==> src/rtl/dmem_access_ctrl.sv <==
// Data-memory access sequencer for the M stage: req/gnt/rvalid bus,
// store lane steering, load extraction, pipeline stall and bubble control.
module dmem_access_ctrl (
  input  logic        clk,
  input  logic        rst,
  input  logic        MemRead_M,
  input  logic        MemWrite_M,
  input  logic [2:0]  Funct3_M,
  input  logic [63:0] ALUResult_M,
  input  logic [63:0] WriteData_M,
  output logic        mem_req,
  output logic        mem_we,
  output logic [63:0] mem_addr,
  output logic [63:0] mem_wdata,
  output logic [7:0]  mem_wstrb,
  input  logic        mem_gnt,
  input  logic        mem_rvalid,
  input  logic [63:0] mem_rdata,
  output logic [63:0] ReadData_M,
  output logic        Stall_M,
  output logic        BubbleW,
  output logic        MisalignErr_M
);

  typedef enum logic [1:0] {
    IDLE,
    REQ,
    WAIT,
    DONE
  } state_t;

  state_t      state, state_n;
  logic        access, aligned;
  logic [1:0]  size;
  logic [7:0]  strb_c;
  logic [63:0] wdata_c;
  logic        latch, capture;

  logic [63:0] addr_q, wdata_q, rdata_q;
  logic [7:0]  wstrb_q;
  logic        we_q;
  logic [2:0]  f3_q;
  logic [63:0] shifted, ext;

  assign access = MemRead_M | MemWrite_M;
  assign size   = (Funct3_M == 3'b111) ? 2'd3 : Funct3_M[1:0];

  always_comb begin
    aligned = 1'b1;
    unique case (size)
      2'd0:    aligned = 1'b1;
      2'd1:    aligned = ~ALUResult_M[0];
      2'd2:    aligned = (ALUResult_M[1:0] == 2'b00);
      default: aligned = (ALUResult_M[2:0] == 3'b000);
    endcase
  end

  always_comb begin
    strb_c  = 8'hFF;
    wdata_c = WriteData_M;
    unique case (size)
      2'd0: begin
        strb_c  = 8'h01 << ALUResult_M[2:0];
        wdata_c = {8{WriteData_M[7:0]}};
      end
      2'd1: begin
        strb_c  = 8'h03 << ALUResult_M[2:0];
        wdata_c = {4{WriteData_M[15:0]}};
      end
      2'd2: begin
        strb_c  = 8'h0F << ALUResult_M[2:0];
        wdata_c = {2{WriteData_M[31:0]}};
      end
      default: begin
        strb_c  = 8'hFF;
        wdata_c = WriteData_M;
      end
    endcase
    if (!MemWrite_M) strb_c = 8'h00;
  end

  // Extraction works on the captured doubleword and the latched address.
  assign shifted = rdata_q >> {addr_q[2:0], 3'b000};

  always_comb begin
    ext = shifted;
    unique case (f3_q)
      3'b000:  ext = {{56{shifted[7]}}, shifted[7:0]};
      3'b001:  ext = {{48{shifted[15]}}, shifted[15:0]};
      3'b010:  ext = {{32{shifted[31]}}, shifted[31:0]};
      3'b100:  ext = {56'd0, shifted[7:0]};
      3'b101:  ext = {48'd0, shifted[15:0]};
      3'b110:  ext = {32'd0, shifted[31:0]};
      default: ext = shifted;
    endcase
  end

  always_comb begin
    state_n       = state;
    mem_req       = 1'b0;
    mem_we        = 1'b0;
    mem_addr      = 64'd0;
    mem_wdata     = 64'd0;
    mem_wstrb     = 8'h00;
    ReadData_M    = 64'd0;
    Stall_M       = 1'b0;
    MisalignErr_M = 1'b0;
    latch         = 1'b0;
    capture       = 1'b0;
    if (!rst) begin
      unique case (state)
        IDLE: begin
          if (access && !aligned) begin
            MisalignErr_M = 1'b1;
          end else if (access) begin
            latch     = 1'b1;
            mem_req   = 1'b1;
            mem_we    = MemWrite_M;
            mem_addr  = {ALUResult_M[63:3], 3'b000};
            mem_wdata = wdata_c;
            mem_wstrb = strb_c;
            Stall_M   = 1'b1;
            if (mem_gnt) state_n = MemWrite_M ? DONE : WAIT;
            else         state_n = REQ;
          end
        end
        REQ: begin
          mem_req   = 1'b1;
          mem_we    = we_q;
          mem_addr  = {addr_q[63:3], 3'b000};
          mem_wdata = wdata_q;
          mem_wstrb = wstrb_q;
          Stall_M   = 1'b1;
          if (mem_gnt) state_n = we_q ? DONE : WAIT;
        end
        WAIT: begin
          Stall_M = 1'b1;
          if (mem_rvalid) begin
            capture = 1'b1;
            state_n = DONE;
          end
        end
        DONE: begin
          ReadData_M = we_q ? 64'd0 : ext;
          state_n    = IDLE;
        end
        default: state_n = IDLE;
      endcase
    end
  end

  assign BubbleW = Stall_M | MisalignErr_M;

  always_ff @(posedge clk or posedge rst) begin
    if (rst) begin
      state   <= IDLE;
      addr_q  <= 64'd0;
      wdata_q <= 64'd0;
      wstrb_q <= 8'h00;
      we_q    <= 1'b0;
      f3_q    <= 3'b000;
      rdata_q <= 64'd0;
    end else begin
      state <= state_n;
      if (latch) begin
        addr_q  <= ALUResult_M;
        wdata_q <= wdata_c;
        wstrb_q <= strb_c;
        we_q    <= MemWrite_M;
        f3_q    <= Funct3_M;
      end
      if (capture) rdata_q <= mem_rdata;
    end
  end

endmodule
==> config.mk <==
export PLATFORM = sky130hd
export DESIGN_NAME = dmem_access_ctrl
export DESIGN_NICKNAME = d
export VERILOG_FILES = /design/src/rtl/dmem_access_ctrl.sv
export SDC_FILE = /design/constraint.sdc
export NUM_CORES = 1
export LEC_CHECK = 0
export BUFFER_PORTS_ARGS = -buffer_cell sky130_fd_sc_hd__buf_2
export CORE_ASPECT_RATIO = 0.9
export CORE_MARGIN = 8
export CORE_UTILIZATION = 47
export CTS_CLUSTER_SIZE = 8
export DETAILED_ROUTE_END_ITERATION = 12
export PLACE_DENSITY = 0.78
export SYNTH_ARGS = -nofsm -noshare
export SYNTH_HDL_FRONTEND = slang
export SYNTH_SLANG_ARGS = --single-unit
==> constraint.sdc <==
create_clock -name clk -period 7.9 [get_ports clk]
set_input_delay 1.58 -clock clk [delete_from_list [all_inputs] [get_ports clk]]
set_output_delay 1.58 -clock clk [all_outputs]
set_load 0.005 [all_outputs]
==> flow_metrics.py <==
metrics = {
    "cells_and_area": {
        "final_common_cell": "nand2_1",
        "final_area_sq_mm": 0.0151,
        "syn2layout_area_growth_pct": 22.9,
        "fin_util_pct": 58.4,
        "fin_nets": 2095,
        "final_cell_mix": "nand2_1, buf_2, dfrtp_1",
        "stdcell_count": 2238,
        "drive_gt1_share_pct": 30.3,
    },
    "placed_design": {
        "placed_cells": 2200,
        "place_area_sq_mm": 0.0144,
        "port_buffers": 402,
        "dp_slack_ps": 1590,
        "gp_congestion": 0.975,
        "hpwl_um": 31800,
    },
    "sta": {
        "hold_ws_ps": 473,
        "hold_violations": 0,
        "clock.fmax_mhz": 156,
        "slew_headroom_pct": 16.1,
        "tns_ps": 0,
        "timing.final.crit_period_ps": 6400,
        "tightest_slew_ps": 1260,
        "drv_slew": 0,
        "finalSetupViolCount": 0,
        "rsz0062_at_grt": "false",
        "post-route-period-util_pct": 81.0,
        "skew_ps": 18.9,
        "layout_setup_ws_ps": 1500,
    },
    "logic_synthesis": {
        "synth_edf_count": 0,
        "synth_cells": 1547,
        "synth_flop_cell": "dfrtp_1",
        "syn_area_sq_mm": 0.0123,
        "async_reset_ff_share_pct": 100,
        "yosysWarnings": 0,
        "avgSynthCellArea_sq_um": 7.96,
        "yosysSeqAreaShare_pct": 41.9,
        "synth_seq_cells": 206,
        "synth.distinct_cells": 52,
    },
    "worst_setup_path": {
        "worstPathMaxFanout": 54,
        "cp-end-kind": "primary output",
        "reg2regPathDepth": 7,
        "reg2reg_from": "state[0]$_DFFE_PP0P_",
        "critical_path_class": "input port to primary output",
        "required_ps": 6320,
        "cp_data_arrival_time_ps": 4820,
        "start_kind": "input port",
        "crit_start": "Funct3_M[0]",
        "critPathCapture": "mem_wdata[62]",
        "reg2reg_to": "addr_q[35]$_DFFE_PP0P_",
        "reg2reg_slack_ps": 4880,
    },
    "global_routing": {
        "grt_max_degree": 106,
        "grt_usage_pct": 26.4,
        "antenna_found_initial": 9,
        "globalRouteOverflowTotal": 0,
        "grt_pass1_vias": 12300,
        "grt_pass1_wl_um": 68100,
    },
    "drt": {
        "wire_per_inst_um": 19.6,
        "dr.pass1.iters": 7,
        "via_per_inst": 5.57,
        "first_iter_violations": 1097,
        "vias": 12500,
        "route.detailed.drc": 0,
        "drtAntennaViolNets": 0,
        "drt-total-wl_um": 43900,
    },
    "status": {
        "status": "finished, final reports clean",
    },
    "cts": {
        "cts_tree": "done",
        "cts_sinks": 206,
        "ctsLongestPathBuffers": 3,
        "clk_latency_ps": 530,
        "hold_buffers": 0,
        "cts-root-buf": "clkbuf_16",
        "clk_pin_slew_ps": 50,
        "cts_buffers": 29,
        "post_cts_resized": 0,
        "postCtsSetupBuffers": 0,
        "cts-htree-levels": 1,
    },
    "floorplanning": {
        "start_util_pct": 47.5,
        "fp-row-count": 56,
        "die_height_um": 170,
        "dieArea_sq_mm": 0.0316,
        "fp.dieW_um": 187,
        "core-area_sq_mm": 0.0259,
        "io_pins": 406,
    },
    "pwr": {
        "power_mw": 5.21,
        "leakagePower_nw": 8.52,
        "ir_drop_v": 0.000172,
        "powerDensity_mw_per_mm2": 344,
    },
    "worst_hold_path": {
        "min_path_type": "flop to flop",
    },
    "run": {
        "maxCapViolCount": 0,
    },
}
[routing by layer]
| layer | part of all wire (%) | up-vias | track usage (%) |
|---|---|---|---|
| met2 | 46 | 737 | 41.8 |
| met4 | 4.5 | 6 | 12.3 |
| met5 | 0.089 | - | 0 |
| met1 | 40 | 5826 | 33.3 |
| li1 | - | 5775 | - |
| met3 | 10 | 120 | 7.11 |
[cell families (layout without fill, tap and decap cells)]
kind of cell	after synthesis	count (layout)	share of synthesized area, %
other	1	9	0.0305
and+or+nand+nor	829	829	27.3
adders and majority gates	11	11	1.12
DFF	206	206	41.9
AOI/OAI and AO/OA	232	232	12.1
buffers and inverters	126	461	4.85
muxes	142	142	12.8
[layout make-up]
class                           instances  area [sq um]
Timing Repair Buffer                  417          2140
Tap cell                              348           435
Clock buffer                           32           737
Antenna cell                            6          15.0
Inverter                               12          48.8
Sequential cell                       206          5160
Multi-Input combinational cell       1217          6610
Fill cell                            2392         10800
[power by group]
| group | leakage (nW) | switching, mW | internal [mW] | total [mW] |
|---|---|---|---|---|
| clock network | 0.361 | 0.434 | 0.641 | 1.08 |
| registers | 2.59 | 0.352 | 1.52 | 1.87 |
| logic | 5.57 | 1.30 | 0.968 | 2.26 |
| total | 8.52 | 2.08 | 3.13 | 5.21 |
[worst max-delay path, stage by stage]
cell and delay (ps):
buf_2 130, inv_1 110, ha_1 860, nor2b_1 300
o21ai_2 150, a211oi_4 250, buf_4 510, buf_4 470
nand3_1 180, nand2_1 120, buf_2 120
[sequential cells by signal (all words and copies together) (netlist names)]
signal and flops:
state 2, f3_q 3, addr_q 64, rdata_q 64, wstrb_q 8, we_q 1, wdata_q 64
[cell usage after synthesis (all sizes together), types with 17 or more instances]
cell type	number	share of area (%)
nand2	611	19
nor2	100	3.1
a22oi	18	1.1
clkbuf	56	1.7
buf	58	2.8
o21ai	67	2.8
nand3	34	1.4
dfrtp	206	42
a211oi	17	1.1
mux2	99	9.1
nand2b	39	2.0
mux2i	41	3.4
a21oi	69	2.8
[worst min-delay path by stage]
| stage | cells after the start | slack [ps] | endpoint | start |
|---|---|---|---|---|
| 6_report | 2 | 470 | addr_q[32]$_DFFE_PP0P_ | addr_q[32]$_DFFE_PP0P_ |
| 3_5_place_dp | 2 | 460 | addr_q[43]$_DFFE_PP0P_ | addr_q[43]$_DFFE_PP0P_ |
| 4_1_cts | 2 | 480 | addr_q[43]$_DFFE_PP0P_ | addr_q[43]$_DFFE_PP0P_ |
| 5_1_grt | 2 | 490 | addr_q[62]$_DFFE_PP0P_ | addr_q[62]$_DFFE_PP0P_ |
| 2_1_floorplan | 2 | 440 | wdata_q[31]$_DFFE_PP0P_ | wdata_q[31]$_DFFE_PP0P_ |
| 3_3_place_gp | 2 | 450 | wdata_q[31]$_DFFE_PP0P_ | wdata_q[31]$_DFFE_PP0P_ |
Note: power is estimated with default switching activity, not from simulation.
